===== config.mk =====
export PLATFORM = sky130hd
export DESIGN_NAME = stopwatch_lap
export DESIGN_NICKNAME = d
export VERILOG_FILES = /design/src/rtl/stopwatch_lap.sv
export SDC_FILE = /design/constraint.sdc
export NUM_CORES = 1
export LEC_CHECK = 0
export ABC_CLOCK_PERIOD_IN_PS = 6900
export BUFFER_PORTS_ARGS = -buffer_cell sky130_fd_sc_hd__buf_2
export CAP_MARGIN = 10
export CORE_MARGIN = 3
export CORE_UTILIZATION = 33
export CTS_BUF_LIST = sky130_fd_sc_hd__clkbuf_16
export CTS_CLUSTER_SIZE = 12
export DETAILED_ROUTE_END_ITERATION = 8
export PLACE_DENSITY_LB_ADDON = 0.12
export SYNTH_ARGS = -nofsm -noshare
export SYNTH_HDL_FRONTEND = slang
export SYNTH_SLANG_ARGS = --single-unit

===== constraint.sdc =====
create_clock -name i_clk -period 6.9 [get_ports i_clk]
set_input_delay 1.38 -clock i_clk [delete_from_list [all_inputs] [get_ports i_clk]]
set_output_delay 1.38 -clock i_clk [all_outputs]
set_load 0.1 [all_outputs]

===== src/rtl/stopwatch_lap.sv =====
// Stopwatch with ms/sec/min/hr cascade, start/stop/clear control and a lap ring buffer.
// The displayed time is registered and shows either the live count or one stored lap.
module stopwatch_lap #(
  parameter int LAP_DEPTH = 4,
  parameter int HR_MAX    = 23,
  parameter bit WRAP      = 1'b1
) (
  input  logic       i_clk,
  input  logic       i_rstn,
  input  logic       i_ms_pulse,
  input  logic       i_set,
  input  logic       i_up,
  input  logic       i_down,
  input  logic       i_right,
  input  logic       i_left,
  output logic [9:0] o_ms,
  output logic [5:0] o_sec,
  output logic [5:0] o_min,
  output logic [4:0] o_hr,
  output logic       o_running,
  output logic       o_overflow,
  output logic [3:0] o_lap_cnt,
  output logic [3:0] o_view
);

  typedef struct packed {
    logic [4:0] hr;
    logic [5:0] min;
    logic [5:0] sec;
    logic [9:0] ms;
  } time_t;

  typedef enum logic [1:0] {S_IDLE, S_RUN, S_PAUSE, S_HALT} state_e;

  localparam logic [3:0] DEPTH     = 4'(LAP_DEPTH);
  localparam logic [3:0] DEPTH_M1  = 4'(LAP_DEPTH - 1);
  localparam logic [4:0] HR_TOP    = 5'(HR_MAX);

  state_e     state_q, state_d;
  time_t      cnt_q, cnt_d, cnt_inc;
  time_t      disp_q, disp_d, sel_lap;
  time_t      lap_q [16];
  logic [3:0] wr_ptr_q, wr_ptr_d;
  logic [3:0] lap_cnt_q, lap_cnt_d;
  logic [3:0] view_q, view_d;
  logic       running_q, overflow_q;
  logic       at_max, count, push, clear;
  logic [4:0] sel_sum;
  logic [3:0] sel_idx;

  // Full cascade increment; at_max flags the last representable time.
  always_comb begin
    cnt_inc = cnt_q;
    at_max  = 1'b0;
    if (cnt_q.ms != 10'd999) begin
      cnt_inc.ms = cnt_q.ms + 10'd1;
    end else begin
      cnt_inc.ms = '0;
      if (cnt_q.sec != 6'd59) begin
        cnt_inc.sec = cnt_q.sec + 6'd1;
      end else begin
        cnt_inc.sec = '0;
        if (cnt_q.min != 6'd59) begin
          cnt_inc.min = cnt_q.min + 6'd1;
        end else begin
          cnt_inc.min = '0;
          if (cnt_q.hr != HR_TOP) begin
            cnt_inc.hr = cnt_q.hr + 5'd1;
          end else begin
            cnt_inc.hr = '0;
            at_max     = 1'b1;
          end
        end
      end
    end
  end

  always_comb begin
    state_d = state_q;
    cnt_d   = cnt_q;
    clear   = 1'b0;
    count   = (state_q == S_RUN) && i_ms_pulse;
    push    = (state_q == S_RUN) && i_up;
    if (count && !(at_max && !WRAP)) cnt_d = cnt_inc;
    unique case (state_q)
      S_IDLE:  if (i_set) state_d = S_RUN;
      S_RUN: begin
        // Saturation wins over a coincident stop so the overflow is never lost.
        if (count && at_max && !WRAP) state_d = S_HALT;
        else if (i_set)               state_d = S_PAUSE;
      end
      S_PAUSE: begin
        if (i_set)       state_d = S_RUN;
        else if (i_down) clear   = 1'b1;
      end
      S_HALT:  if (i_down) clear = 1'b1;
      default: state_d = S_IDLE;
    endcase
    if (clear) begin
      state_d = S_IDLE;
      cnt_d   = '0;
    end
  end

  always_comb begin
    wr_ptr_d  = wr_ptr_q;
    lap_cnt_d = lap_cnt_q;
    view_d    = view_q;
    if (push) begin
      wr_ptr_d = (wr_ptr_q == DEPTH_M1) ? 4'd0 : wr_ptr_q + 4'd1;
      if (lap_cnt_q != DEPTH) lap_cnt_d = lap_cnt_q + 4'd1;
    end
    if (i_left && !i_right && (view_q < lap_cnt_q))    view_d = view_q + 4'd1;
    else if (i_right && !i_left && (view_q != 4'd0))   view_d = view_q - 4'd1;
    if (clear) begin
      wr_ptr_d  = '0;
      lap_cnt_d = '0;
      view_d    = '0;
    end
  end

  // k-th most recent lap sits k slots behind the next write pointer; bypass a same-cycle push.
  always_comb begin
    sel_sum = {1'b0, wr_ptr_d} + {1'b0, DEPTH} - {1'b0, view_d};
    if (sel_sum >= {1'b0, DEPTH}) sel_sum = sel_sum - {1'b0, DEPTH};
    sel_idx = sel_sum[3:0];
    sel_lap = (push && (sel_idx == wr_ptr_q)) ? cnt_q : lap_q[sel_idx];
    disp_d  = (view_d == 4'd0) ? cnt_d : sel_lap;
  end

  always_ff @(posedge i_clk) begin
    if (!i_rstn) begin
      state_q    <= S_IDLE;
      cnt_q      <= '0;
      disp_q     <= '0;
      wr_ptr_q   <= '0;
      lap_cnt_q  <= '0;
      view_q     <= '0;
      running_q  <= 1'b0;
      overflow_q <= 1'b0;
    end else begin
      state_q    <= state_d;
      cnt_q      <= cnt_d;
      disp_q     <= disp_d;
      wr_ptr_q   <= wr_ptr_d;
      lap_cnt_q  <= lap_cnt_d;
      view_q     <= view_d;
      running_q  <= (state_d == S_RUN);
      overflow_q <= (state_d == S_HALT);
    end
  end

  // Lap payload needs no reset: validity is tracked solely by lap_cnt_q.
  always_ff @(posedge i_clk) begin
    if (i_rstn && push) lap_q[wr_ptr_q] <= cnt_q;
  end

  assign o_ms       = disp_q.ms;
  assign o_sec      = disp_q.sec;
  assign o_min      = disp_q.min;
  assign o_hr       = disp_q.hr;
  assign o_running  = running_q;
  assign o_overflow = overflow_q;
  assign o_lap_cnt  = lap_cnt_q;
  assign o_view     = view_q;

endmodule


======== Word-level counts from Yosys, hierarchy flattened ========
Memory sizes are Yosys's and may differ from the RTL's.
Cells that the tools add are included.
W data, S select, Z words.
cells by class
  add/sub/neg operators ................... 11
  magnitude comparators ................... 2
  equality and inequality tests ........... 12
  muxes and demuxes ....................... 27
  bitwise operators ....................... 1
  reductions and logical operators ........ 16
operators by type and width
  cell                     number
  $mux W27                 4
  $mux W4                  7
  $mux W17                 1
  $add A4 B1 Y4 const B    3
  $add A6 B1 Y6 const B    2
  $mux W6                  2
  $ne A6 B6 Y1 const B     2
  $mux W11                 1
  $add A10 B1 Y10 const B  1
  $mux W10                 1
  $mux W5                  2
  $ne A10 B10 Y1 const B   1
  $logic_and A1 B1 Y1      8
  $eq A2 B2 Y1 const B     3
  $mux W2                  3
  $add A4 B3 Y5 const B    1
  $add A5 B1 Y5 const B    1
  $ge A5 B3 Y1 const B     1
  $ne A5 B5 Y1 const B     1
  $sub A5 B4 Y5            1
  $eq A2 B1 Y1 const B     2
  $eq A4 B2 Y1 const B     1
  $eq A4 B4 Y1             1
  $logic_not A4 Y1         1
  13 further kinds         18
word-level totals
  bits in registers ....................... 70
  memory bits (writable) .................. 432
  memories kept ........................... 1
memory list
  memory  depth  width  rd ports  clocked after Yosys merged registers in  write ports  line  source
  lap_q   16     27     1         0                                        1            42    time_t lap_q [16];

======== Depth between registers and ports, before layout ========
Gate-level depths: netlist of the first run.
  depth in word-level cells ............... 13
  mapped depth ............................ 23
  gate-level depth less buffers ........... 20

======== Least setup slack after synthesis of the first run ========
No wires, ideal clock.
  path type ............................... input to register
  start point ............................. input port i_right
  end point ............................... register disp_q (netlist bit o_min[2])
  setup time .............................. 0.079 ns
  arrival time ............................ 5.742 ns
  data required time ...................... 6.821 ns
  slack ................................... 1.079 ns
  cell stages on the path ................. 21
  buffers on the path ..................... 3
  cells stage by stage .................... or3b_1 a211o_1 o21ai_0 a221oi_2 or2_2 ha_1 ha_1 inv_1 fa_1 clkinv_1 ha_1 nand3b_1 nand3_1 or3_1 clkbuf_1 nor3_1 o21a_1 buf_2 clkbuf_1 nand2_1 a32oi_1
between the ends
  longest elaborated chain between the ends .. 12
RTL lines
  what                                                                     line      source
  from (decl)                                                              14        input logic i_right,
  $logic_and A1 B1 Y1 or $logic_not A1 Y1 (tied branches)                  114, 113
  $logic_and A1 B1 Y1, on equally long branches                            114, 113
  $mux W4 or $logic_and A1 B1 Y1 (tied branches)                           114, 113
  $mux W4 *                                                                113       if (i_left && !i_right && (view_q < lap_cnt_q)) view_d = view_q + 4'd1;
  $mux W4 *                                                                115       if (clear) begin
  parallel branches: the longest is 6 deep, another holds $mem_v2 Z16 W27  n/a
  $mux W27 *                                                               128       disp_d = (view_d == 4'd0) ? cnt_d : sel_lap;
  to (signal assigned)                                                     144       disp_q <= disp_d;
  to (decl)                                                                41        time_t disp_q, disp_d, sel_lap;
Mark *: on every way between the ends.
A chain may end at the register's enable or synchronous reset.

======== Final worst setup path of the first run ========
  start point ............................. input port i_right
  end point ............................... register disp_q (netlist bit o_ms[7])
Same word-level chain as after synthesis.

==> results by stage, run 1 <==
Logic synthesis:
- The count of yosys warnings during synthesis is 0.
- Synthesis produced a netlist whose cell count is ~1100.
- The register bit total from synthesis is 502.
- The number of nets in the synthesized netlist is 1164.
- The mapped cell area is 20100 um^2.
- The mean post-synth cell area is 17.7 um^2.
- The fraction of registers with async set/reset is 0%.
- The synthesized design contains between 400 and 500 enable-type register cells.
- The most instantiated flip-flop cell in the synthesis netlist is edfxtp_1.
- Synthesis instantiated 62 different standard cells from the library.
- For this run, the register share of the synthesized area comes to 71.7%.

Global routing:
- The first global-routing pass estimated 77000 um of wire.
- The all-layer global routing usage is 16.7%.
- The via count of the first global-routing pass came to 10885.
- The initial antenna violation count is 1.
- The overflow left after global routing is 0.
- The maximum number of pins on one net before global-route repair is 102.

Floorplan:
- Measured along the x axis, the die boundary spans 253 um.
- The die height is 253 um.
- The core footprint is 59600 um^2.
- Row generation in the floorplan step produced 89 rows.
- The initial core utilization is 33.7%.
- The number of ports placed on the die boundary is 45.
- The die covers 63800 um^2.

Worst setup path:
- In this run the critical register-to-register path is launched from o_lap_cnt[1].
- The critical path required time is 7420 ps.
- In this run the worst path has a maximum fanout of 28.
- For the worst flop-to-flop path, the logic depth is 22.
- The capturing point of the worst reg2reg path is o_ms[7].
- The kind of launch point of the worst setup path is a primary input.
- The setup slack of the most critical reg-to-reg path is ~1400 ps.
- The largest single stage delay on the critical path is roughly 600 ps.
- The largest individual stage delay along the critical path comes from the cell fa_1.
- The category of cells accounting for the largest share of critical-path delay is compound AO/OA/AOI/OAI gates.
- The nature of the critical path endpoint is a flop.
- The sum of buffers and inverters on the critical path is 5.
- The critical path is of the in -> reg type.
- Data arrives at the worst endpoint at 6240 ps.
- Walking the worst path, the cells encountered are buf_2 > or3b_1 > a211o_1 > o21ai_0 > a221oi_2 > or2_2 > ha_1 > ha_4 > inv_1 > fa_1 > clkinv_1 > ha_1 > nand3b_1 > o211ai_1 > o211ai_1 > a21oi_1 > o21a_2 > buf_12 > buf_4 > or3_1 > a31oi_1.

Timing:
- The setup TNS is 0 ps.
- Setup violations remaining at the end of the flow were counted as 0.
- The tightest hold path in the finished design has a slack of 577 ps.
- The total count of hold-check failures in the final report was 0.
- The max-slew violation total from the final report came to 0.
- The relative max-transition margin is around a quarter.
- The slew at the pin closest to its max-slew limit is between 1000 and 1500 ps.
- The worst path needs 5730 ps of the cycle, external delays included.
- Derived from the worst setup path, the maximum achievable clock frequency is roughly 0.17 GHz.
- Setup repair after global routing left no endpoint under its margin.
- Between clock sinks in the finished design, the worst skew comes to 10.5 ps.
- The part of the cycle the worst path needs is 83.0%.

Drt:
- The routed length per placed instance is 26.0 um.
- The total routed wirelength is 52800 um.
- The count of nets left with antenna violations once routing finished came out at 0.
- Before antenna repair, the detailed router went through 5 iterations.
- The via density per instance is 5.29.
- The count of vias placed by the detailed router is 10746.
- For this run, design rule violations remaining after detail routing come to 0.
- The number of DRC markers in iteration 0 is 797.

Layout:
- The layout net count is 1244.
- In the final layout, the share of cells above drive strength 1 is 24.0%.
- In the final layout, the multi-input gates occupy 5450 um^2.
- The area growth from synthesis to layout is 15.6%.
- The number of fill cells in the layout is around 5400.
- 0 antenna diodes ended up in the layout.
- The footprint of the flip-flops and latches is 14400 um^2.

Placement:
- The routability congestion estimate from global placement is approximately 0.76.
- The number of buffers inserted by port buffering is between 40 and 50.
- Detailed placement finished with a half-perimeter wire length of 27700 um.

Clock network:
- The tree built by TritonCTS fans out to 502 sinks.
- The later pin in the worst-skew pair is clocked with a latency of 600 ps.
- CTS placed an instance of clkbuf_16 at the clock tree root.
- The maximum root-to-sink buffer count is 3.
- The number of gates resized after CTS was 0.
- Clock-pin slew was measured on the worst setup and hold paths at 60 ps.
- The deepest level of the CTS H-tree is 2.
- For this design, the CTS-stage hold fixing added 0 buffers.
- The number of buffers added for setup after CTS is 0.
- The number of clock buffers added by TritonCTS is 56.
- TritonCTS built the clock tree.

Hold path:
- Along the worst hold path, the cell count comes to 1.
- The terminating pin of the worst hold path is o_overflow.
- The startpoint identified for the worst hold timing path is state_q[1].
- The type of the worst min-delay path is reg -> reg.

Power:
- The total power per unit cell area is approximately 370 nW/um^2.
- VDD sags by at most 0.235 mV.
- The share of total power dissipated in the clock network is 32.8%.
- Sequential cells account for 39.0% of the total power.
- Net switching is 33.0% of the power.
- The analysis attributes to net switching a power of 2.87 mW.
- The internal power of the cells totals 5.83 mW.
- The share of power burned in combinational logic is 28.2%.
- For this design the static power due to leakage is 8.43 nW.
- The post-layout total power is 8.70 mW.

Job:
- Across the run, the number of max-cap violations was 0.

Run status:
- The flow ran to the end, and the final reports show no timing, DRC or antenna violations.
area by class of cell:
class,instances,area share (%)
Multi-Input combinational cell,545,23.5
Tap cell,773,4.17
Timing Repair Buffer,77,2.29
Clock buffer,57,6.15
Inverter,30,0.486
Clock inverter,46,1.44
Sequential cell,502,62.0
synth_stat cells, types with 6 or more instances:
library cell	instances	share of area, %
a21oi_1	9	0.22
a31oi_1	10	0.31
a32oi_1	8	0.35
and2_1	12	0.37
and3_1	14	0.44
buf_2	19	0.47
clkbuf_1	29	0.54
dfxtp_1	70	7.0
edfxtp_1	432	65
ha_1	23	1.4
inv_1	29	0.54
mux2i_1	6	0.30
mux4_2	108	12
nand2_1	41	0.77
nand3_1	10	0.25
nand3b_1	6	0.22
nand4_1	10	0.31
nor2_1	51	0.95
nor3_1	29	0.72
nor4_1	8	0.25
o21ai_0	35	0.87
o22a_1	27	1.2
o22ai_1	26	0.81
o32a_1	12	0.60
or2_2	9	0.28
or3_1	21	0.66
xnor2_1	10	0.44
xor2_1	13	0.57
how the worst max path moves through the flow:
stage | to | start | cells past startpoint | slack (ps)
global placement | o_ms[3] | i_right | 17 | 680
CTS | o_ms[7] | i_right | 21 | 1210
global route | o_sec[4] | i_right | 19 | 760
detailed placement | o_ms[7] | i_right | 21 | 570
finish | o_ms[7] | i_right | 21 | 1170
floorplan | o_min[2] | i_right | 21 | 1080
per-layer routing:
metal / track usage (%) / vias up / wire length, um
li1: - / 4750 / -
met1: 24.3 / 5698 / 25000
met2: 26.5 / 229 / 24400
met3: 2.93 / 69 / 2450
met4: 3.68 / 0 / 949
met5: 0 / - / 0
per-stage QoR:
| stage | util, % | setup slack [ps] | cell area (um^2) | instances |
|---|---|---|---|---|
| 2_1_floorplan | - | 1080 | 20100 | 1132 |
| 3_3_place_gp | 36.0 | 678 | 21400 | 1927 |
| 3_5_place_dp | 36.0 | 566 | 21400 | 1927 |
| 4_1_cts | 38.9 | 1210 | 23200 | 2030 |
| 5_1_grt | 38.9 | 760 | 23200 | 2030 |
| 6_report | 38.9 | 1170 | 23200 | 2030 |
state kept, by name, summed over array words and instances, names as in the netlist:
register and cells:
cnt_q 27, lap_q 432, o_hr 5, o_lap_cnt 4, o_min 6, o_ms 10, o_overflow 1, o_running 1
o_sec 6, o_view 4, state_q 2, wr_ptr_q 4
worst register-to-register path: stages (launching register included):
cell,delay [ps]
dfxtp_1,400
inv_1,100
ha_1,230
or3b_1,400
a211o_1,310
o21ai_0,120
a221oi_2,110
or2_2,280
ha_1,320
ha_4,140
inv_1,40
fa_1,600
clkinv_1,220
ha_1,250
nand3b_1,100
o211ai_1,160
o211ai_1,210
a21oi_1,100
o21a_2,350
buf_12,230
buf_4,190
or3_1,390
a31oi_1,160
logic make-up (layout without fill, tap and decap cells):
group	Yosys count	after routing	share of synthesized area, %
flops	502	502	71.7
simple gates	230	230	6.08
compound gates	154	154	5.52
mux	114	114	12.4
buf+inv	85	210	1.77
fa+ha+maj	24	24	1.53
xor+xnor	23	23	1.00
power groups by stage:
stage          sequential [mW]  combinational, mW  clock, mW
2_1_floorplan             3.88               1.33          0
3_3_place_gp              3.46               2.50          0
3_5_place_dp              3.46               2.49          0
4_1_cts                   3.39               2.50       2.94
5_1_grt                   3.40               2.63       3.07
6_report                  3.39               2.46       2.85
layout by cell type (no fill, tap or decap), drive strengths merged, types with 11 or more instances in the layout:
cell | Yosys | routed
and3 | 15 | 15
o32a | 12 | 12
dfxtp | 70 | 70
clkbuf | 29 | 57
ha | 23 | 23
inv | 29 | 42
nor2 | 52 | 52
nor3 | 29 | 29
o22ai | 26 | 26
nand2 | 42 | 42
and2 | 13 | 13
or3 | 21 | 21
buf | 26 | 77
a31oi | 11 | 11
mux4 | 108 | 108
clkinv | 1 | 28
xor2 | 13 | 13
o22a | 27 | 27
o21ai | 35 | 35
edfxtp | 432 | 432
No activity file was read; power rests on OpenSTA's default activity.
==> run 2: changes to the inputs <==
--- a/config.mk
+++ b/config.mk
@@ -5,7 +5,8 @@
 export SDC_FILE = /design/constraint.sdc
 export NUM_CORES = 1
 export LEC_CHECK = 0
-export ABC_CLOCK_PERIOD_IN_PS = 6900
+export ABC_AREA = 1
+export ABC_CLOCK_PERIOD_IN_PS = 5800
 export BUFFER_PORTS_ARGS = -buffer_cell sky130_fd_sc_hd__buf_2
 export CAP_MARGIN = 10
 export CORE_MARGIN = 3
==> constraint.sdc (replaced) <==
create_clock -name i_clk -period 5.8 [get_ports i_clk]
set_input_delay 1.16 -clock i_clk [delete_from_list [all_inputs] [get_ports i_clk]]
set_output_delay 1.16 -clock i_clk [all_outputs]
set_load 0.1 [all_outputs]
==> results by stage, run 2 <==
Layout:
- The final instance count without filler cells is 2989 (was 2030).
- The multi-input logic area is 6150 um^2 (was 5450 um^2).
- The number of flip-flops under the largest register name is 432 (unchanged).
- The footprint of the flip-flops and latches was 14400 um^2 (unchanged).
- The layout net count was 2128 (was 1244).
- Top library cells by usage in the layout, fill and taps aside: 490 x nand2_1, 432 x edfxtp_1, 305 x nand3_1, 181 x inv_1, 161 x nor2_1 (was 432 x edfxtp_1, 108 x mux4_2, 70 x dfxtp_1, 57 x clkbuf_16, 46 x nor2_1).
- The signed area change from the synthesized netlist to the final layout is 13.2% (was 15.6%).
- The antenna diode count came to 0 (unchanged).
- The register with the highest flop count is lap_q (unchanged).
- The fraction of layout instances using a drive strength above 1 is 9.65% (was 24.0%).
- The number of fill cells in the layout is 6356 (was 5377).
- The leading cell type in the layout, fill and taps excluded was nand2_1 (was edfxtp_1).

Logic synthesis:
- The number of flops mapped to enable cells by yosys came to 432 (unchanged).
- The area fraction in compound gates after synthesis was 5.55% (was 5.52%).
- Post-synth top cells: 490 x nand2_1, 432 x edfxtp_1, 305 x nand3_1 (was 432 x edfxtp_1, 108 x mux4_2, 70 x dfxtp_1).
- The cell with the most instances after synthesis is nand2_1 (was edfxtp_1).
- The area share of and/or/nand/nor cells after synthesis was 20.7% (was 6.08%).
- The fraction of registers with async set/reset came to 0% (unchanged).
- The most instantiated flip-flop cell in the synthesis netlist is edfxtp_1 (unchanged).
- The net count after synthesis is 2092 (was 1164).
- The mapped cell area is 21600 um^2 (was 20100 um^2).
- The register bit total from synthesis came to 502 (unchanged).
- The register area share after synthesis came to 66.6% (was 71.7%).
- The cell type with the highest aggregate area in the netlist is edfxtp_1 (unchanged).
- The cell count after synthesis is 2060 (was 1132).
- The portion of netlist area occupied by mux cells is 0.0464% (was 12.4%).
- The count of yosys warnings during synthesis is 0 (unchanged).
- The fraction of the mapped netlist area in adder cells is 1.43% (was 1.53%).
- The number of distinct library cell variants in the gate-level netlist after synthesis is 42 (was 62).
- The mean post-synth cell area came to 10.5 um^2 (was 17.7 um^2).
- The largest family of logic cells by synthesized area is simple AND/OR/NAND/NOR gates (was multiplexers).
- The proportion of netlist area held by the largest area contributor is 60.1% (was 64.7%).
- Cell types with the largest area share after synthesis: edfxtp_1 60%, nand2_1 8.5%, nand3_1 7.1% (was edfxtp_1 65%, mux4_2 12%, dfxtp_1 7.0%).
- The xor and xnor area share after synthesis is 0.284% (was 1.00%).

Worst setup path:
- The kind of launch point of the worst setup path is a primary input (unchanged).
- The delay of the slowest cell on the worst path came to 720 ps (was 600 ps).
- The arrival time reported for the critical path endpoint was 5460 ps (was 6240 ps).
- The maximum fanout along the worst path was 58 (was 28).
- The category of cells accounting for the largest share of critical-path delay is simple AND/OR/NAND/NOR gates (was compound AO/OA/AOI/OAI gates).
- The standard cell with the maximum stage delay on the critical path is buf_4 (was fa_1).
- The cell with the most instances on the worst path is nand2_1.
- The source of the worst register-to-register timing path is o_view[0] (was o_lap_cnt[1]).
- The category of the most critical setup path is in -> reg (unchanged).
- Ordered cell list for the critical path: buf_2 > inv_2 > o211ai_2 > inv_2 > or2_2 > ha_1 > fa_2 > nand2_1 > and2_1 > ha_1 > nand2_1 > nor2_1 > nor2_1 > nand3_2 > buf_4 > nand2_4 > buf_12 > nand2_1 > nand3_1 > nand2_1 > nand2_1 > nand3_1 > nand2_1 > inv_1 (was buf_2 > or3b_1 > a211o_1 > o21ai_0 > a221oi_2 > or2_2 > ha_1 > ha_4 > inv_1 > fa_1 > clkinv_1 > ha_1 > nand3b_1 > o211ai_1 > o211ai_1 > a21oi_1 > o21a_2 > buf_12 > buf_4 > or3_1 > a31oi_1).
- The sum of buffers and inverters on the critical path is 6 (was 5).
- The critical path startpoint is i_set (was i_right).
- The critical path required time came to 6350 ps (was 7420 ps).
- The nature of the critical path endpoint is a flop (unchanged).

Clock network:
- The number of buffers inserted by hold repair at cts is 0 (unchanged).
- The TritonCTS clock tree is yes (unchanged).
- The clock sink count is 502 (unchanged).
- The number of gates resized after CTS came to 0 (unchanged).
- The cell at the root of the clock tree is clkbuf_16 (unchanged).
- The number of buffers added for setup after CTS came to 0 (unchanged).
- The clock insertion delay at the later pin of the skew report is 600 ps (about the same).
- The deepest level of the CTS H-tree is 2 (unchanged).
- The CTS clock-pin slew for the worst setup and hold paths came to 70 ps (was 60 ps).
- The maximum root-to-sink buffer count is 3 (unchanged).
- The number of buffers inserted during clock tree synthesis is 53 (was 56).

Hold path:
- The type of the worst min-delay path is reg -> reg (unchanged).
- The launch point of the worst hold path was state_q[1] (unchanged).

Timing:
- The slew at the pin closest to its max-slew limit is 1100 ps (was 1150 ps).
- Subtracting the final worst setup slack from the clock period gives just under 5000 ps.
- The final setup violation count was 0 (unchanged).
- Timing would allow up to between 0.2 and 0.25 GHz.
- The max-slew violation total from the final report is 0 (unchanged).
- Setup repair after global routing missed its margin: false (unchanged).
- The worst-case clock skew is 25.0 ps (was 10.5 ps).
- The relative max-transition margin came to 26.1% (was 23.4%).
- The part of the cycle the worst path needs is 84.7%.
- The total count of hold-check failures in the final report is 0 (unchanged).
- The setup TNS is 0 ps (unchanged).
- The worst slack on hold paths was 512 ps (was 577 ps).

Run status:
- Result of the run: finished, final reports clean (unchanged).

Drt:
- The number of routed nets with antenna violations is 0 (unchanged).
- The via density per instance is 5.05 (was 5.29).
- The number of iterations in the first detailed-routing pass is 5 (unchanged).
- The post-route DRC violation count is 0 (unchanged).
- The total routed wirelength is 64900 um (was 52800 um).
- The number of DRC markers in iteration 0 is 1101 (was 797).
- The count of vias placed by the detailed router came to 15102 (was 10746).
- The routed length per placed instance is 21.7 um (was 26.0 um).

Floorplan:
- The floorplan die area was 68500 um^2 (was 63800 um^2).
- The overall die width is 262 um (was 253 um).
- The number of ports placed on the die boundary came to 45 (unchanged).
- The cell row count is 93 (was 89).
- The initial core utilization is 33.4% (was 33.7%).
- The die height is 262 um (was 253 um).
- The core footprint is 64600 um^2 (was 59600 um^2).

Job:
- The max-capacitance violation count is 0 (unchanged).

Global routing:
- The maximum number of pins on one net before global-route repair is 119 (was 102).
- The overflow left after global routing is 0 (unchanged).
- The initial antenna violation count was 1 (unchanged).
- The via count of the first global-routing pass is 14712 (was 10885).
- The global-route wire length before repair is 97200 um (was 77000 um).
- The all-layer global routing usage is 19.1% (was 16.7%).

Placement:
- The routability congestion estimate from global placement is 0.795 (was 0.763).
- The number of buffers inserted by port buffering is 44 (unchanged).
- The detailed-placement wirelength estimate is 36700 um (was 27700 um).
- The cell count after placement is 2896 (was 1927).
run 2: changes by cell type in the layout (fill, tap and decap cells not counted), sizes merged, moves of 21 or more:
cell   before  now
inv        42  190
mux4      108    0
nand2      42  497
nand3      10  309
nor2       52  166
o21ai      35  130
o22a       27    0
o22ai      26   58
or3        21    0
run 2: worst paths after layout:
check	slack, ps	to	depth (start not counted)
setup reg to reg	890	o_ms[0]	27
setup / recovery	890	o_ms[0]	24
hold / removal	510	o_overflow	2
hold reg to reg	510	o_overflow	2
run 2: cell type report:
class	count	share of cell area, %
timing repair buffer	91	2.81
inverter	170	2.64
sequential	502	58.9
clock buffer	53	5.43
clock inverter	40	0.697
multi-input combinational	1278	25.2
tap	855	4.38
run 2: cell families (layout without fill, tap and decap cells):
group | after synthesis | in the layout
fa+ha+maj | 24 | 24
mux | 1 | 1
buf+inv | 280 | 354
flops | 502 | 502
compound gates | 217 | 217
xor+xnor | 7 | 7
simple gates | 1029 | 1029
run 2: stage by stage:
stage | setup slack (ps) | cell area, um^2 | util [%]
floorplan | 867 | 21600 | -
global placement | 388 | 22900 | 35.5
detailed placement | 309 | 22900 | 35.5
CTS | 906 | 24400 | 37.8
global route | 478 | 24400 | 37.8
finish | 887 | 24400 | 37.8
run 2: tightest hold or removal path, delay by kind of cell, from the launching register on:
family        cells  cell delay (ps)
flops             1              330
simple gates      2              130
run 2: per-layer routing:
layer | wire length (um) | GRT usage [%] | part of all wire (%)
met1 | 30400 | 27.2 | 47
met2 | 29200 | 30.1 | 45
met3 | 3590 | 3.07 | 5.5
met4 | 1710 | 5.40 | 2.6
met5 | 0 | 0 | 0
Power of run 2 is not shown: default switching activity piles up to over one toggle a cycle in this logic, so the estimate is an artifact.
==> run 3: changes to the inputs <==
--- a/config.mk
+++ b/config.mk
@@ -6,7 +6,7 @@
 export NUM_CORES = 1
 export LEC_CHECK = 0
 export ABC_AREA = 1
-export ABC_CLOCK_PERIOD_IN_PS = 5800
+export ABC_CLOCK_PERIOD_IN_PS = 4800
 export BUFFER_PORTS_ARGS = -buffer_cell sky130_fd_sc_hd__buf_2
 export CAP_MARGIN = 10
 export CORE_MARGIN = 3
==> constraint.sdc (replaced) <==
create_clock -name i_clk -period 4.8 [get_ports i_clk]
set_input_delay 0.96 -clock i_clk [delete_from_list [all_inputs] [get_ports i_clk]]
set_output_delay 0.96 -clock i_clk [all_outputs]
set_load 0.1 [all_outputs]
==> results by stage, run 3 (synthesized netlist as in run 2, its figures left out) <==
Run status:
- Result of the run: finished, final reports clean (unchanged).

Global routing:
- The maximum number of pins on one net before global-route repair came to 179 (was 119).
- The all-layer global routing usage is 19.2% (was 19.1%).
- The overflow left after global routing came to 0 (unchanged).
- The via count of the first global-routing pass is 14350 (was 14712).
- The initial antenna violation count is 1 (unchanged).
- The global-route wire length before repair is 96800 um (was 97200 um).

Drt:
- The total routed wirelength is 65500 um (was 64900 um).
- The routed length per placed instance was 21.7 um (about the same).
- The number of DRC markers in iteration 0 was 1306 (was 1101).
- The post-route DRC violation count was 0 (unchanged).
- The number of routed nets with antenna violations is 0 (unchanged).
- The via density per instance is 5.03 (was 5.05).
- The number of iterations in the first detailed-routing pass is 5 (unchanged).
- The count of vias placed by the detailed router was 15185 (was 15102).

Layout:
- The fraction of layout instances using a drive strength above 1 is 11.2% (was 9.65%).
- Top library cells by usage in the layout, fill and taps aside: 490 x nand2_1, 432 x edfxtp_1, 305 x nand3_1, 174 x inv_1, 161 x nor2_1 (was 490 x nand2_1, 432 x edfxtp_1, 305 x nand3_1, 181 x inv_1, 161 x nor2_1).
- The antenna diode count is 0 (unchanged).
- The signed area change from the synthesized netlist to the final layout is 14.9% (was 13.2%).
- The final design utilization came to 38.4% (was 37.8%).
- The layout net count is 2152 (was 2128).
- The leading cell type in the layout, fill and taps excluded is nand2_1 (unchanged).
- The register with the highest flop count was lap_q (unchanged).
- The number of flip-flops under the largest register name came to 432 (unchanged).

Floorplan:
- The die height is 262 um (unchanged).
- The number of ports placed on the die boundary was 45 (unchanged).
- The core footprint is 64600 um^2 (unchanged).
- The initial core utilization is 33.4% (unchanged).
- The cell row count is 93 (unchanged).
- The floorplan die area is 68500 um^2 (unchanged).
- The overall die width is 262 um (unchanged).

Clock network:
- The cell at the root of the clock tree is clkbuf_16 (unchanged).
- The maximum root-to-sink buffer count is 3 (unchanged).
- The number of buffers inserted during clock tree synthesis came to 54 (was 53).
- The number of buffers inserted by hold repair at cts is 0 (unchanged).
- The clock sink count is 502 (unchanged).
- The number of buffers added for setup after CTS is 0 (unchanged).
- The deepest level of the CTS H-tree is 2 (unchanged).
- The CTS clock-pin slew for the worst setup and hold paths was 60 ps (was 70 ps).
- The TritonCTS clock tree is yes (unchanged).
- The clock insertion delay at the later pin of the skew report was 610 ps (was 600 ps).

Worst setup path:
- The capturing point of the worst reg2reg path was o_min[2] (was o_ms[0]).
- The critical path startpoint is o_view[1] (was i_set).
- The cell with the most instances on the worst path is nand2_1 (unchanged).
- The kind of launch point of the worst setup path is a flop (was primary input).
- The source of the worst register-to-register timing path was o_view[1] (was o_view[0]).
- The delay of the slowest cell on the worst path is 550 ps (was 720 ps).
- The nature of the critical path endpoint was a flop (unchanged).
- The category of the most critical setup path is reg -> reg (was in -> reg).
- The critical path required time is 5280 ps (was 6350 ps).
- The setup slack of the most critical reg-to-reg path is 350 ps (was 890 ps).
- The critical path endpoint was o_min[2] (was o_ms[0]).
- The number of cell instances on the worst register-to-register path is 28 (was 27).
- The arrival time reported for the critical path endpoint came to 4930 ps (was 5460 ps).
- The standard cell with the maximum stage delay on the critical path is fa_2 (was buf_4).
- The maximum fanout along the worst path came to 33 (was 58).

Timing:
- The final setup violation count is 0 (unchanged).
- The part of the cycle the worst path needs is 92.7%.
- Setup repair after global routing missed its margin: false (unchanged).
- The shortest clock period the worst path allows after layout is 4450 ps.
- The worst-case clock skew came to 25.8 ps (was 25.0 ps).
- For this run, the top clock speed supported by timing is 0.225 GHz.
- The max-slew violation total from the final report came to 0 (unchanged).
- The total count of hold-check failures in the final report was 0 (unchanged).
- The relative max-transition margin is 19.5% (was 26.1%).
- The slew at the pin closest to its max-slew limit is 1200 ps (was 1100 ps).

Placement:
- The number of buffers inserted by port buffering is 44 (unchanged).
- The routability congestion estimate from global placement came to 0.838 (was 0.795).
- The detailed-placement wirelength estimate came to 37400 um (was 36700 um).

Hold path:
- The type of the worst min-delay path is reg -> reg (unchanged).

Job:
- The max-capacitance violation count came to 0 (unchanged).
## run 3: worst max-delay path, delay by kind of cell, from the launching register on
family,cells,cell delay [ps]
buffers and inverters,6,760
and+or+nand+nor,17,1640
adders and majority gates,5,1440
DFF,1,450
## run 3: worst min path at each step
stage	from	cells after the start	slack, ps	endpoint
global placement	state_q[1]	2	500	o_overflow
CTS	state_q[1]	2	510	o_overflow
detailed placement	state_q[1]	2	500	o_overflow
finish	state_q[1]	2	520	o_overflow
global route	state_q[1]	2	560	state_q[0]
floorplan	state_q[1]	2	460	o_overflow
## run 3: final cells by class
type,instances,area [um^2]
Fill cell,6311,39800
Timing Repair Buffer,114,833
Multi-Input combinational cell,1278,6160
Sequential cell,502,14400
Clock inverter,41,275
Clock buffer,57,1430
Inverter,170,644
Tap cell,855,1070
## run 3: timing repair
action / CTS / global route
endpoints found under the hold margin: 0 / 0
resized for setup: 0 / 2
setup endpoints to repair: 0 / 5
## run 3: through the flow
| step | instance area, um^2 | setup TNS, ps | worst slack, ps | cells | hold WS, ps |
|---|---|---|---|---|---|
| after floorplan | 21600 | 0 | 18.4 | 2060 | 464 |
| after global routing | 24800 | 0 | 14.2 | 3017 | 555 |
| final | 24800 | 0 | 351 | 3017 | 516 |
| after detailed placement | 23100 | -60.4 | -45.4 | 2919 | 499 |
| after CTS | 24800 | 0 | 204 | 3017 | 511 |
| after global placement | 23100 | 0 | 6.79 | 2919 | 497 |
## run 3: layer usage
layer	vias up	part of all wire (%)	global-route usage, %
met5	-	0.020	0
met3	97	5.4	3.32
li1	7222	-	-
met4	2	2.5	5.30
met1	7484	47	27.7
met2	380	45	29.8
Power of run 3 is left out for the same reason.
